### src/rtl/hazard_scoreboard.sv
// -----------------------------------------------------------------------------
// hazard_scoreboard
//   Tracks in-flight register writers in the post-decode stages (1 = E ..
//   DEPTH = W). It raises a stall when a decode operand is needed before its
//   producer can supply it, and selects the youngest forwarding stage for each
//   decode source operand.
//
//   Optional multiply/divide busy tracking: define HAZARD_SCOREBOARD_MDU_EN.
//   Without it, md_start/md_div/uses_md_d are ignored, md_busy is tied to 0,
//   and no counter is built.
//
// Ports
//   clk, reset_n              clock, async active-low reset
//   valid_d                   decode holds a real instruction
//   rs_d, rt_d                decode source registers
//   tuse_rs, tuse_rt          cycles until operand use (3 = unused)
//   res_d                     result class (0 nw, 1 alu, 2 dm, 3 pc, 4 other)
//   dst_d                     decode destination register
//   flush                     drop every in-flight entry
//   md_start, md_div          MDU issue / issue is a divide
//   uses_md_d                 decode instruction needs the MDU or hi/lo
//   stall                     freeze F/D, bubble into E (combinational)
//   fwd_rs_sel, fwd_rt_sel    0 = register file, k = stage k (combinational)
//   md_busy                   MDU occupied
// -----------------------------------------------------------------------------
module hazard_scoreboard #(
    parameter int unsigned DEPTH  = 3,
    parameter int unsigned TNEW_W = 2,
    localparam int unsigned SELW  = $clog2(DEPTH + 1)
) (
    input  logic            clk,
    input  logic            reset_n,
    input  logic            valid_d,
    input  logic [4:0]      rs_d,
    input  logic [4:0]      rt_d,
    input  logic [1:0]      tuse_rs,
    input  logic [1:0]      tuse_rt,
    input  logic [2:0]      res_d,
    input  logic [4:0]      dst_d,
    input  logic            flush,
    input  logic            md_start,
    input  logic            md_div,
    input  logic            uses_md_d,
    output logic            stall,
    output logic [SELW-1:0] fwd_rs_sel,
    output logic [SELW-1:0] fwd_rt_sel,
    output logic            md_busy
);

    localparam int unsigned CMPW = (TNEW_W > 2) ? TNEW_W : 2;

    localparam logic [2:0] RES_ALU   = 3'd1;
    localparam logic [2:0] RES_DM    = 3'd2;
    localparam logic [2:0] RES_PC    = 3'd3;
    localparam logic [2:0] RES_OTHER = 3'd4;

    logic              ent_v    [1:DEPTH];
    logic [4:0]        ent_dst  [1:DEPTH];
    logic [TNEW_W-1:0] ent_tnew [1:DEPTH];

    logic              ins_writes;
    logic [TNEW_W-1:0] ins_tnew;
    logic              raw_hazard;
    logic              md_hazard;

    function automatic logic [TNEW_W-1:0] sat_dec(input logic [TNEW_W-1:0] t);
        return (t == '0) ? '0 : t - TNEW_W'(1);
    endfunction

    // Result class -> whether it writes a register and its initial tnew
    always_comb begin
        ins_writes = 1'b0;
        ins_tnew   = '0;
        case (res_d)
            RES_ALU: begin
                ins_writes = 1'b1;
                ins_tnew   = TNEW_W'(1);
            end
            RES_DM: begin
                ins_writes = 1'b1;
                ins_tnew   = TNEW_W'(2);
            end
            RES_PC, RES_OTHER: ins_writes = 1'b1;
            default: ;
        endcase
    end

    // Walk oldest to youngest so the youngest match is left in the select
    always_comb begin
        raw_hazard = 1'b0;
        fwd_rs_sel = '0;
        fwd_rt_sel = '0;
        for (int k = int'(DEPTH); k >= 1; k--) begin
            if (ent_v[k] && (rs_d != 5'd0) && (ent_dst[k] == rs_d)) begin
                fwd_rs_sel = SELW'(k);
                if ((tuse_rs != 2'd3) && (CMPW'(ent_tnew[k]) > CMPW'(tuse_rs)))
                    raw_hazard = 1'b1;
            end
            if (ent_v[k] && (rt_d != 5'd0) && (ent_dst[k] == rt_d)) begin
                fwd_rt_sel = SELW'(k);
                if ((tuse_rt != 2'd3) && (CMPW'(ent_tnew[k]) > CMPW'(tuse_rt)))
                    raw_hazard = 1'b1;
            end
        end
    end

    // reset_n gating keeps stall low even while MDU inputs are active in reset
    assign stall = reset_n && !flush && valid_d && (raw_hazard || md_hazard);

    // Shift entries down the pipe; E takes the decode writer or a bubble
    always_ff @(posedge clk or negedge reset_n) begin
        if (!reset_n) begin
            for (int k = 1; k <= int'(DEPTH); k++) begin
                ent_v[k]    <= 1'b0;
                ent_dst[k]  <= 5'd0;
                ent_tnew[k] <= '0;
            end
        end else begin
            for (int k = int'(DEPTH); k >= 2; k--) begin
                ent_v[k]    <= ent_v[k-1] && !flush;
                ent_dst[k]  <= ent_dst[k-1];
                ent_tnew[k] <= sat_dec(ent_tnew[k-1]);
            end
            ent_v[1]    <= valid_d && ins_writes && (dst_d != 5'd0) && !stall && !flush;
            ent_dst[1]  <= dst_d;
            ent_tnew[1] <= ins_tnew;
        end
    end

`ifdef HAZARD_SCOREBOARD_MDU_EN
    logic [3:0] md_count;

    // Busy countdown; a new issue always reloads, flush leaves it running
    always_ff @(posedge clk or negedge reset_n) begin
        if (!reset_n) begin
            md_count <= 4'd0;
        end else if (md_start) begin
            md_count <= md_div ? 4'd10 : 4'd5;
        end else if (md_count != 4'd0) begin
            md_count <= md_count - 4'd1;
        end
    end

    assign md_busy   = (md_count != 4'd0);
    assign md_hazard = uses_md_d && (md_busy || md_start);
`else
    logic unused_md;
    assign unused_md = ^{md_start, md_div, uses_md_d};
    assign md_busy   = 1'b0;
    assign md_hazard = 1'b0;
`endif

endmodule
### config.mk
export PLATFORM = sky130hd
export DESIGN_NAME = hazard_scoreboard
export DESIGN_NICKNAME = d
export VERILOG_FILES = /design/src/rtl/hazard_scoreboard.sv
export SDC_FILE = /design/constraint.sdc
export NUM_CORES = 1
export LEC_CHECK = 0
export ABC_AREA = 1
export CAP_MARGIN = 20
export CELL_PAD_IN_SITES_DETAIL_PLACEMENT = 2
export CELL_PAD_IN_SITES_GLOBAL_PLACEMENT = 2
export CORE_UTILIZATION = 25
export DETAILED_ROUTE_END_ITERATION = 8
export PLACE_DENSITY = 0.77
export SKIP_CTS_REPAIR_TIMING = 1
export SLEW_MARGIN = 10
export SYNTH_ARGS = -nofsm -noshare
export SYNTH_HDL_FRONTEND = slang
export SYNTH_SLANG_ARGS = --single-unit
### constraint.sdc
create_clock -name clk -period 1.4 [get_ports clk]
set_input_delay 0.28 -clock clk [delete_from_list [all_inputs] [get_ports clk]]
set_output_delay 0.28 -clock clk [all_outputs]
set_load 0.02 [all_outputs]
# Yosys cells after proc, flatten, opt, wreduce, memory -nomap -nowiden
# Index checks and enable logic that the tools add are counted.
[word_totals]
reg_bits = 24
inputBits = 29
out_inout_bits = 6
elab_cells = 86
[classes]
add_sub_neg = 2
n_lt_le_gt_ge = 6
n_eq_ne = 12
n_mux = 22
reduce_logical = 35
[op_table]
columns = ["op", "count"]
rows = [
  ["$eq A5 B5 Y1", 6],
  ["$logic_and A1 B1 Y1", 27],
  ["$mux W2", 8],
  ["$reduce_bool A5 Y1", 3],
  ["$mux W1", 13],
  ["$gt A2 B2 Y1", 6],
  ["$eq A3 B2 Y1 const B", 2],
  ["$logic_not A2 Y1", 2],
  ["$ne A2 B2 Y1 const B", 2],
  ["$pmux W2 S2", 1],
  ["$reduce_or A4 Y1", 1],
  ["$sub A2 B1 Y2 const B", 2],
  ["$eq A3 B1 Y1 const B", 1],
  ["$eq A3 B3 Y1 const B", 1],
  ["$logic_not A1 Y1", 2],
]

# Depth between registers and ports, before layout
# Gate-level depths: netlist of the first run.
[depth]
word_depth = 18
ltp_mapped = 12
depth_no_buf = 12

# Worst setup path after synthesis of the first run
# Ideal clock, no wire load.
[synth_timing]
path_type = "register -> output"
start = "register ent_dst[4] (netlist bit)"
end = "output fwd_rs_sel[1]"
t_arrival_ps = 1317
required_time_ps = 1120
setup_slack_ps = -197
stages_incl_launch_ff = 6
n_path_buf = 0
path_cell_list = "dfrtp_1 xnor2_1 nand2_1 nor2_1 nand2_1 a21boi_0"
[synth_between]
elab_chain_len = 5
[synth_rtl]
columns = ["element", "line", "text"]
rows = [
  ["from (decl)", "58", "logic [4:0] ent_dst [1:DEPTH];"],
  ["from (signal, indexed assignment)", "121", "ent_dst[k] <= ent_dst[k-1];"],
  ["$eq A5 B5 Y1", "94", "if (ent_v[k] && (rs_d != 5'd0) && (ent_dst[k] == rs_d)) begin"],
  ["$logic_and A1 B1 Y1", "94", ""],
  ["$mux W2 (3 in series)", "94", ""],
  ["to (decl)", "45", "output logic [SELW-1:0] fwd_rs_sel,"],
]
# Every way passes these cells.

# Worst setup path after layout of the first run
[layout_timing]
start = "register ent_dst[9] (netlist bit)"
end = "output stall"
[layout_between]
elab_chain_len = 10
elab_cells_between_ends = 12
cone_classes = "eq/ne (2); mux (7); reduce/logical (3)"
[layout_rtl]
columns = ["element", "line", "text"]
rows = [
  ["$eq A5 B5 Y1", "94", ""],
  ["$logic_and A1 B1 Y1", "94", ""],
  ["$mux W1", "94", ""],
  ["$mux W1", "101", "if ((tuse_rt != 2'd3) && (CMPW'(ent_tnew[k]) > CMPW'(tuse_rt)))"],
  ["$mux W1 *", "99", "if (ent_v[k] && (rt_d != 5'd0) && (ent_dst[k] == rt_d)) begin"],
  ["$mux W1", "96", "if ((tuse_rs != 2'd3) && (CMPW'(ent_tnew[k]) > CMPW'(tuse_rs)))"],
  ["$mux W1 *", "94", ""],
  ["$mux W1", "101", ""],
  ["$mux W1 *", "99", ""],
  ["$logic_and A1 B1 Y1 *", "108", "assign stall = reset_n && !flush && valid_d && (raw_hazard || md_hazard);"],
  ["to (decl)", "44", "output logic stall,"],
]
# Mark *: on every way between the ends. The rest lies on a longest branch, timed or not.

==> summary.md, run 1 <==
| Metric | Value |
|---|---|
| DIE HEIGHT | `84.38 um` |
| Endpoints failing setup | `6` |
| Final net count | `357` |
| Final WL | `6903 um` |
| Worst r2r src | `ent_dst[9]` |
| Clk buf depth | `2` |
| Slew headroom | `0.5620` |
| Synthesis warning total | `0` |
| CTS buffer count | `3` |
| Number of flops mapped to enable cells by yosys | `0` |
| Setup CP Type | `register to output port` |
| Share of layout cells above drive strength 1 | `0.3333` |
| Slowest stage cell, crit path | `dfrtp_1` |
| DR WL met3 | `191 um` |
| P_sw | `0.0005620 W` |
| Metal-1 WL | `2916 um` |
| Adder-Cell Fraction of Synth Area | `0.08850` |
| Synth Area in XOR/XNOR | `0.04130` |
| Register area share after synthesis | `0.3540` |
| Crit path max fanout | `4` |
| Critical Path RT | `1.12 ns` |
| 1st-iter DRT viols | `40` |
| Ports | `35` |
| Final Cycle Share | `1.542` |
| Synth area leaders | `dfrtp_1 35%, nand2_1 19%, ha_1 8.8%` |
| RSZ-0062 raised after global routing | `yes` |
| Clk_lat worst skew | `0.29 ns` |
| Crit path launch | `ent_dst[9]` |
| Post-synthesis register bit count | `24` |
| Max-cap viol count | `0` |
| Row cnt | `29` |
| Slew Viols, Final | `0` |
| Htree depth | `1` |
| Most used flip-flop cell after synthesis | `dfrtp_1` |
| Post-synthesis mux area share | `0` |
| ANT nets after route | `0` |
| Clk network pwr share | `0.348` |
| # diodes | `0` |
| Commonest cells in the netlist | `85 x nand2_1, 40 x inv_1, 24 x dfrtp_1, 24 x nor2_1, 16 x a21oi_1` |
| Initial Util | `0.2627` |
| Internal Pwr Total | `0.001321 W` |
| Core Area | `6459 um2` |
| CTS tree | `built` |
| Area Overhead vs Synth | `56.42%` |
| Startpoint types | `register` |
| CP dominant cell by count | `nand2_1` |
| CP peak stage delay | `0.42 ns` |
| Clock period minus worst slack | `2.159 ns` |
| Clock skew | `0.007519 ns` |
| DP Wirelength | `4793 um` |
| Most frequent cell after synthesis | `nand2_1` |
| Initial antenna violation count | `0` |
| Combinational share of power | `0.250` |
| Root Driver | `clkbuf_8` |
| Fin area | `2654 um2` |
| PwrDens | `709.7 nW/um2` |
| Count of unique library cells instantiated by Yosys | `23` |
| Via count | `1,836` |
| DRC viols | `1` |
| Crit path cell chain | `buf_4 -> nand2_1 -> nand2_1 -> nand2_1 -> nor2_2 -> nand3_1 -> nand2_1 -> nand2_2 -> nand3_4 -> nand2_2 -> inv_2 -> buf_6` |
| Die footprint | `7120 um2` |
| Lkg Pwr | `1.432 nW` |
| Synth Area per Inst | `6.787 um2` |
| Failing checks | `DRC, setup timing` |
| Drt first pass iters | `8` |
| Pin count of the biggest net entering global routing | `25` |
| CP Data Arrival Time | `1.88 ns` |
| Mapped Nets | `291` |
| Chip Width | `84.38 um` |
| Hold_ws | `0.4321 ns` |
| Compound-Gate Fraction of Synth Area | `0.07227` |
| Post-synth top area share | `0.3540` |
| Met2 routed WL | `3528 um` |
| GPL Wtd Cong | `0.7865` |
| Post-Synthesis Cell Area | `1697 um2` |
| DP Area | `2307 um2` |
| Routed len/inst | `17.61 um` |
| Total GRT Usage | `0.1731` |
| Seq pwr share | `0.402` |
| Clk sinks | `24` |
| DR vias/cell | `4.684` |
| Top routing layer in use | `met4` |
| Syn Inst Count | `250` |
| First-pass GRT wire length | `9604 um` |
| Largest family of logic cells by synthesized area | `simple AND/OR/NAND/NOR gates` |
| Post-Synth Simple-Gate Area | `0.3267` |
| Setup ws final | `-0.7590 ns` |
| Crit path capture type | `output port` |
| Status | `complete, but fails checks` |
| Number of port buffers | `30` |
| Sw Ratio | `0.2984` |
| Hold Vio Cnt, Final | `0` |
| Clock Pin Slew Worst Setup and Hold Paths | `0.10 ns` |
| Yosys top cell by area | `dfrtp_1` |
| Tightest Hold Check Type | `input port to asynchronous set/reset pin` |
| GRT overflow | `0` |
| Fmax | `463.2 MHz` |
| Ys async rst share | `1.000` |
| Worst slew pin tran | `0.6488 ns` |
| Vias in the first global route | `1,960` |
| Max IR drop VDD | `643.9 uV` |
cell families after synthesis:
| kind of cell | after synthesis |
|---|---|
| simple gates | 133 |
| fa+ha+maj | 12 |
| buf+inv | 51 |
| other cells | 1 |
| compound gates | 21 |
| xor+xnor | 8 |
| flops | 24 |
metrics by stage:
step	total power, W	utilization	TNS [ns]	instances	worst slack [ns]
finish	0.001883	0.4109	-3.533	392	-0.7590
detailed placement	0.001170	0.3572	-6.584	385	-1.284
floorplan	0.0009375	-	-0.1699	250	-0.1184
CTS	0.001826	0.3683	-6.411	389	-1.348
global placement	0.001146	0.3572	-6.347	385	-1.260
global route	0.001970	0.4109	-3.968	392	-0.8443
area by class of cell:
cell class | count | area (um2)
multi-input combinational | 175 | 1112
clock inverter | 1 | 30.03
timing repair buffer | 62 | 583.1
clock buffer | 3 | 41.29
inverter | 50 | 187.7
sequential | 24 | 603.1
fill | 758 | 3805
tap | 77 | 96.34
layer usage:
layer	up-vias	global-route usage
li1	883	-
met1	894	0.2250
met2	39	0.3152
met3	20	0.01278
met4	0	0.03698
met5	-	0
power by group through the flow:
stage / combinational [W] / clock, W / sequential [W]
after detailed placement: 0.000404 / 0 / 0.000765
after floorplan: 0.000181 / 0 / 0.000756
after global routing: 0.000520 / 0.000689 / 0.000761
after global placement: 0.000384 / 0 / 0.000762
after CTS: 0.000411 / 0.000663 / 0.000752
final: 0.000471 / 0.000656 / 0.000756
sequential cells by signal, summed over array words and instances, names as in the netlist:
name / cells
ent_v: 3
ent_dst: 15
ent_tnew: 6
path summary, 6_finish.rpt:
path,to,slack [ns],cells past startpoint
max in group asynchronous,ent_tnew[3],0.68,2
setup reg to reg,ent_v[2],-0.36,12
min in group clk,ent_dst[0],0.44,0
hold reg to reg,ent_dst[0],0.44,0
setup / recovery,stall,-0.76,12
hold / removal,ent_dst[14],0.43,2
cells in the final DEF (no fill, tap or decap):
cell             count
bufinv_16            1
clkbuf_8             3
clkinv_1             1
a21boi_2             1
nand2_2              7
dfrtp_1             22
buf_4               30
nor2_2              12
xnor2_2              2
dfrtp_2              2
inv_1               32
conb_1               1
nand2_1             80
inv_2               17
nor3_1               3
clkdlybuf4s50_1     11
nor2_4               3
nand4_1              1
a21oi_1              8
a22o_2               1
xnor2_1              6
o311ai_0             1
ha_4                 8
ha_1                 4
nor2_1              14
buf_2                1
a21oi_4              1
nand3_1             11
nand3_2              1
nand3_4              1
buf_6                6
a21oi_2              8
o21a_1               1
dlymetal6s2s_1      14
worst max-delay path: cells and delay by family, from the launching register on:
kind / cells / cell delay [ns]
flops: 1 / 0.42
simple gates: 9 / 0.88
buf+inv: 3 / 0.28
Note: power is estimated with default switching activity, not from simulation.
==> inputs of run 2 (changes only) <==
Settings changed: CAP_MARGIN 20 to unset.
==> results of run 2 <==
Final layout, timing and power as in run 1 (identical DEF).
